File: src/rtl/fetch_pkg.sv
// Shared types and constants for the instruction-fetch front end.
// Latency: n/a (declarations only).
// Backpressure: n/a.
package fetch_pkg;

  // Default queue depth; fetch_count_t is sized for it.
  localparam int FQ_DEPTH_DFLT = 4;

  // Canonical RISC-V NOP (addi x0, x0, 0), shown on the head when the queue is empty.
  localparam logic [31:0] NOP_INST = 32'h0000_0013;

  typedef struct packed {
    logic [31:0] pc;
    logic [31:0] inst;
  } fetch_entry_t;

  typedef logic [$clog2(FQ_DEPTH_DFLT):0] fetch_count_t;

endpackage

File: src/rtl/fetch_queue.sv
// Circular FIFO of {pc, inst} fetch entries; flush has priority over push/pop.
// Latency: a push becomes visible on head the cycle after it is written (no bypass).
// Backpressure: pop is ignored when empty; the parent's credit logic guarantees no push when full.
module fetch_queue
  import fetch_pkg::*;
#(
  parameter int DEPTH = 4
) (
  input  logic                     clk,
  input  logic                     rst_n,
  input  logic                     push,
  input  logic                     pop,
  input  logic                     flush,
  input  fetch_entry_t             wr_entry,
  output logic [$clog2(DEPTH):0]   count,
  output fetch_entry_t             head
);

  localparam int PW = $clog2(DEPTH);
  localparam int CW = PW + 1;
  localparam logic [CW-1:0] FULL_C = DEPTH[CW-1:0];

  fetch_entry_t  mem [DEPTH];
  logic [PW-1:0] rd_ptr;
  logic [PW-1:0] wr_ptr;
  logic          do_pop;

  assign do_pop = pop && (count != '0);

  // Pointer and occupancy update; reset and flush both empty the queue.
  always_ff @(posedge clk) begin
    if (!rst_n || flush) begin
      rd_ptr <= '0;
      wr_ptr <= '0;
      count  <= '0;
    end else begin
      if (push)   wr_ptr <= wr_ptr + PW'(1);
      if (do_pop) rd_ptr <= rd_ptr + PW'(1);
      case ({push, do_pop})
        2'b10:   count <= count + CW'(1);
        2'b01:   count <= count - CW'(1);
        default: count <= count;
      endcase
    end
  end

  // Entry storage; a flushed push is simply not written.
  always_ff @(posedge clk) begin
    if (rst_n && !flush && push) mem[wr_ptr] <= wr_entry;
  end

  assign head = (count != '0) ? mem[rd_ptr] : '{pc: 32'h0, inst: NOP_INST};

  // A push into a full queue means the credit accounting upstream is broken.
  always @(posedge clk) begin
    if (rst_n && push && !flush) assert (count != FULL_C);
  end

endmodule

File: src/rtl/fetch_unit.sv
// Fetch front end: issues i-cache reads, tracks the 1-cycle response, queues {pc, inst} to decode.
// Latency: 2 cycles from ic_en to out_valid; 1 instr/cycle sustained while out_ready=1.
// Backpressure: credit on queue occupancy + in-flight read; FETCH_PERF_EN adds fetch/drop counters.
module fetch_unit
  import fetch_pkg::*;
#(
  parameter logic [31:0] RESET_PC = 32'h0000_0000,
  parameter int          FQ_DEPTH = FQ_DEPTH_DFLT
) (
  input  logic        clk,
  input  logic        rst_n,
  output logic        ic_en,
  output logic [31:0] ic_addr,
  input  logic [31:0] ic_rdata,
  input  logic        ic_rvalid,
  input  logic        redirect_valid,
  input  logic [31:0] redirect_pc,
  output logic        out_valid,
  output logic [31:0] out_pc,
  output logic [31:0] out_inst,
  input  logic        out_ready
`ifdef FETCH_PERF_EN
  ,
  output logic [31:0] perf_fetched,
  output logic [31:0] perf_dropped
`endif
);

  localparam int CW = $clog2(FQ_DEPTH) + 1;
  localparam logic [CW:0] DEPTH_C = FQ_DEPTH[CW:0];

  logic [31:0]   pc;
  logic [31:0]   inflight_pc;
  logic          inflight;
  logic [CW-1:0] count;
  logic [CW:0]   credit_used;
  logic          issue;
  logic          miss;
  logic          push;
  logic          pop;
  fetch_entry_t  head;
  fetch_entry_t  wr_entry;

  // Credits are conservative: a pop in this same cycle is not counted as freeing a slot.
  assign credit_used = {1'b0, count} + {{CW{1'b0}}, inflight};
  assign issue       = rst_n && !redirect_valid && (credit_used < DEPTH_C);
  assign ic_en       = issue;
  assign ic_addr     = pc;

  assign miss     = inflight && !ic_rvalid;
  assign push     = inflight && ic_rvalid && !redirect_valid;
  assign pop      = out_valid && out_ready;
  assign wr_entry = '{pc: inflight_pc, inst: ic_rdata};

  // PC sequencing: redirect beats replay, replay beats the normal +4 advance.
  always_ff @(posedge clk) begin
    if (!rst_n) begin
      pc          <= RESET_PC;
      inflight    <= 1'b0;
      inflight_pc <= RESET_PC;
    end else if (redirect_valid) begin
      pc       <= redirect_pc & 32'hFFFF_FFFC;
      inflight <= 1'b0;
    end else if (miss) begin
      // The cache dropped our read: refetch it and cancel any read issued this cycle.
      pc       <= inflight_pc;
      inflight <= 1'b0;
    end else if (issue) begin
      pc          <= pc + 32'd4;
      inflight    <= 1'b1;
      inflight_pc <= pc;
    end else begin
      inflight <= 1'b0;
    end
  end

  fetch_queue #(
    .DEPTH (FQ_DEPTH)
  ) u_queue (
    .clk      (clk),
    .rst_n    (rst_n),
    .push     (push),
    .pop      (pop),
    .flush    (redirect_valid),
    .wr_entry (wr_entry),
    .count    (count),
    .head     (head)
  );

  assign out_valid = (count != '0);
  assign out_pc    = head.pc;
  assign out_inst  = head.inst;

`ifdef FETCH_PERF_EN
  logic        drop_rsp;
  logic [CW:0] drop_inc;
  logic [32:0] drop_sum;

  // A response is wasted if a redirect kills it or nothing was waiting for it.
  assign drop_rsp = ic_rvalid && (redirect_valid || !inflight);
  assign drop_inc = (redirect_valid ? {1'b0, count} : '0) + {{CW{1'b0}}, drop_rsp};
  assign drop_sum = {1'b0, perf_dropped} + {{(32 - CW){1'b0}}, drop_inc};

  // Saturating fetch and drop counters.
  always_ff @(posedge clk) begin
    if (!rst_n) begin
      perf_fetched <= '0;
      perf_dropped <= '0;
    end else begin
      if (push && (perf_fetched != 32'hFFFF_FFFF)) perf_fetched <= perf_fetched + 32'd1;
      perf_dropped <= drop_sum[32] ? 32'hFFFF_FFFF : drop_sum[31:0];
    end
  end
`endif

endmodule

File: config.mk
export PLATFORM = sky130hd
export DESIGN_NAME = fetch_unit
export DESIGN_NICKNAME = d
export VERILOG_FILES = /design/src/rtl/fetch_pkg.sv /design/src/rtl/fetch_queue.sv /design/src/rtl/fetch_unit.sv
export SDC_FILE = /design/constraint.sdc
export NUM_CORES = 1
export LEC_CHECK = 0
export ABC_AREA = 1
export CORE_ASPECT_RATIO = 1.2
export CORE_UTILIZATION = 45
export DETAILED_ROUTE_END_ITERATION = 8
export HOLD_SLACK_MARGIN = 0.12
export PLACE_DENSITY = 0.76
export SLEW_MARGIN = 25
export SYNTH_ARGS = -nofsm -noshare
export SYNTH_HDL_FRONTEND = slang
export SYNTH_SLANG_ARGS = --single-unit
File: constraint.sdc
create_clock -name clk -period 5.2 [get_ports clk]
set_clock_uncertainty 0.1 [all_clocks]
set_input_delay 0.78 -clock clk [delete_from_list [all_inputs] [get_ports clk]]
set_output_delay 0.78 -clock clk [all_outputs]
set_load 0.05 [all_outputs]
==> results.yml <==
outcome:
  status: "finished, final reports clean"
die:
  core-area_mm2: 0.0304
  initial_core_util: 0.456
  die_y_um: 194
  die_area_mm2: 0.0315
  rows: 70
  fp.dieW_um: 162
  io_pins: 167
timing:
  fin_tns_setup_ns: 0
  period_share: 0.867
  slew_viol_final: 0
  setup_viol: 0
  timing.fmax_ghz: 0.222
  max_slew_margin: 0.292
  fin_ws_ns: 0.689
  fin_hold_ws_ns: 0.388
  finalCriticalPeriod_ns: 4.51
  rsz0062_at_grt: "false"
  hold_viol: 0
  worstMarginPinSlew_ns: 1.06
pwr:
  p_total_w: 0.00569
  p_int_w: 0.00440
  p_leak_nw: 5.78
  p_sw_w: 0.00129
  powerDensity_mw_per_mm2: 336
  pwr-share-comb: 0.081
  swShare: 0.226
  p_seq_frac: 0.520
  ir_drop_mv: 0.250
  p_clk_frac: 0.400
clock_network:
  cts_buffers: 31
  postCtsHoldBufs: 0
  post_cts_resized: 0
  cts.sinks: 330
  cts.clk_slew.worst_paths_ns: 0.06
  clockBufferDepth: 3
  clock_latency_ns: 0.54
  cts_tree: "done"
  htreeDepth: 1
  postCtsSetupBuffers: 0
  root_buffer: "clkbuf_16"
detailed_routing:
  wl_per_cell_um: 16.9
  drt_first_pass_iters: 5
  wl_met1_um: 13400
  totalWireLength_um: 32500
  drc: 0
  dr.max_layer_used: "met4"
  antenna_left: 0
  viasPerCell: 5.30
  wl_met3_um: 1860
  wl_met2_um: 16300
  via_count: 10164
  drt_iter0_drc: 798
finish:
  fillers: 2480
  multi_input_area_mm2: 0.00416
  design_area_mm2: 0.0169
  diodes: 0
  nNetsFinal: 1575
  drive_gt1_frac: 0.0650
  syn_to_final_growth_pct: 22.2
  seq_area_mm2: 0.00917
critical_path:
  r2r_end: "u_queue.count[2]$_SDFFE_PP0P_"
  ff2ff_path_depth: 9
  crit_arrival_ns: 3.63
  r2r-start: "u_queue.count[0]$_SDFFE_PP0P_"
  critical_path.max_fanout: 66
  setup.worst_path.end_class: "output pin"
  endpoint: "out_inst[0]"
  crit_type: "register to output pin"
  required_ns: 4.32
  regToRegSetupSlack_ns: 2.48
  cp-start-kind: "register"
placed_design:
  globalplace.congestion: 0.849
  portBuffers: 164
  dp_hpwl_um: 19800
  place_area_mm2: 0.0159
  pre_cts_ws_ns: 1.16
synth:
  synth_area_leader_cell: "edfxtp_1"
  syn_avg_cell_area_um2: 10.2
  yosys_warnings: 0
  synth_nets: 1436
  netlist.area_leader.share: 0.554
  ys_ff_latch: 330
  ys_types: 33
  synth_enable_flop_cells: 256
  synthCells: 1360
  ys_async_sr_fraction: 0
  yosys-top-cells-area: "edfxtp_1 (55%), dfxtp_1 (11%), nor2_1 (9.0%), o21ai_0 (7.7%), a21oi_1 (5.6%)"
  synth_area_mm2: 0.0139
  ys.flop_type: "edfxtp_1"
  seq_area_frac_synth: 0.661
worst_hold_path:
  min_path_type: "register to register"
global_routing:
  grt_max_degree: 81
  grt_use_total: 0.205
  antenna_found_initial: 0
  grt-ovfl-total: 0
  grt_pass1_wl_um: 51000
  first_global_vias: 9866
run:
  cap_violations: 0
## power by group through the flow
stage	Combinational [W]	Sequential, W	Clock, W
2_1_floorplan	0.000213	0.00306	0
3_3_place_gp	0.000447	0.00301	0
3_5_place_dp	0.000454	0.00301	0
4_1_cts	0.000457	0.00296	0.00232
5_1_grt	0.000493	0.00297	0.00241
6_report	0.000459	0.00296	0.00228
## area by class of cell
type / count / share of cell area
sequential: 330 / 0.541
tap: 396 / 0.0292
clock inverter: 16 / 0.0112
timing repair buffer: 183 / 0.109
clock buffer: 41 / 0.0504
inverter: 60 / 0.0137
multi-input combinational: 893 / 0.245
## registers in the layout (all words and copies together), names as in the netlist, named ones only
name and cells:
u_queue.mem 256, inflight_pc 32, ic_addr 30, u_queue.count 3
u_queue.rd_ptr 2, u_queue.wr_ptr 2, inflight 1
## critical path: stages (launching register included)
cell and delay, ns:
dfxtp_4 0.70, clkinv_2 0.76, buf_12 0.47, nor2_1 0.12
nor2_1 0.04, o21ai_0 0.07, o311ai_0 0.17, clkdlybuf4s50_1 0.76
## cells in the final DEF (no fill, tap or decap), types with 4 or more instances in the layout
| cell | count |
|---|---|
| buf_4 | 14 |
| clkbuf_1 | 6 |
| buf_12 | 5 |
| nand2_1 | 99 |
| inv_1 | 52 |
| edfxtp_1 | 256 |
| a21oi_1 | 156 |
| nor2_4 | 9 |
| o21ai_1 | 6 |
| clkbuf_8 | 4 |
| clkinv_2 | 6 |
| nand2_2 | 4 |
| nor2_1 | 329 |
| nand3_1 | 35 |
| bufinv_16 | 4 |
| dfxtp_1 | 72 |
| o21ai_0 | 212 |
| clkbuf_16 | 31 |
| inv_2 | 5 |
| ha_1 | 6 |
| clkdlybuf4s50_1 | 164 |
| xnor2_1 | 5 |
| o21bai_1 | 8 |
| or2_2 | 4 |
| o211ai_1 | 4 |
## synthesized netlist by cell type, drive strengths merged (5+ instances only)
cell type and number:
nand3 36, o21ai 218, buf 31, dfxtp 74, nand2 103, clkbuf 46, a21oi 156, nor2 341
xnor2 5, inv 60, ha 6, o21bai 8, edfxtp 256
## logic make-up after synthesis
group | synth area share
flip-flops | 0.661
adder cells (fa/ha/maj) | 0.00686
AO/OA/AOI/OAI | 0.144
XOR/XNOR | 0.00442
AND/OR/NAND/NOR | 0.142
buffers and inverters | 0.0416
## metrics by stage
| stage | cells | utilization |
|---|---|---|
| after floorplan | 1360 | - |
| after global routing | 1919 | 0.558 |
| final | 1919 | 0.558 |
| after CTS | 1918 | 0.557 |
| after global placement | 1861 | 0.523 |
| after detailed placement | 1861 | 0.523 |
## routing by layer
metal	track usage	up-vias
met3	0.0233	59
li1	-	4979
met5	0	-
met2	0.359	342
met1	0.263	4784
met4	0.0653	0
## worst min-delay path by stage
stage / from / endpoint / slack (ns) / cells past startpoint
2_1_floorplan: u_queue.rd_ptr[1]$_SDFFE_PP0P_ / register / 0.34 / 2
3_3_place_gp: u_queue.rd_ptr[1]$_SDFFE_PP0P_ / register / 0.34 / 2
3_5_place_dp: u_queue.rd_ptr[1]$_SDFFE_PP0P_ / register / 0.38 / 2
4_1_cts: u_queue.rd_ptr[1]$_SDFFE_PP0P_ / register / 0.39 / 2
5_1_grt: u_queue.rd_ptr[1]$_SDFFE_PP0P_ / register / 0.40 / 2
6_report: u_queue.rd_ptr[1]$_SDFFE_PP0P_ / register / 0.39 / 2
Power figures use the tool's default switching activity.
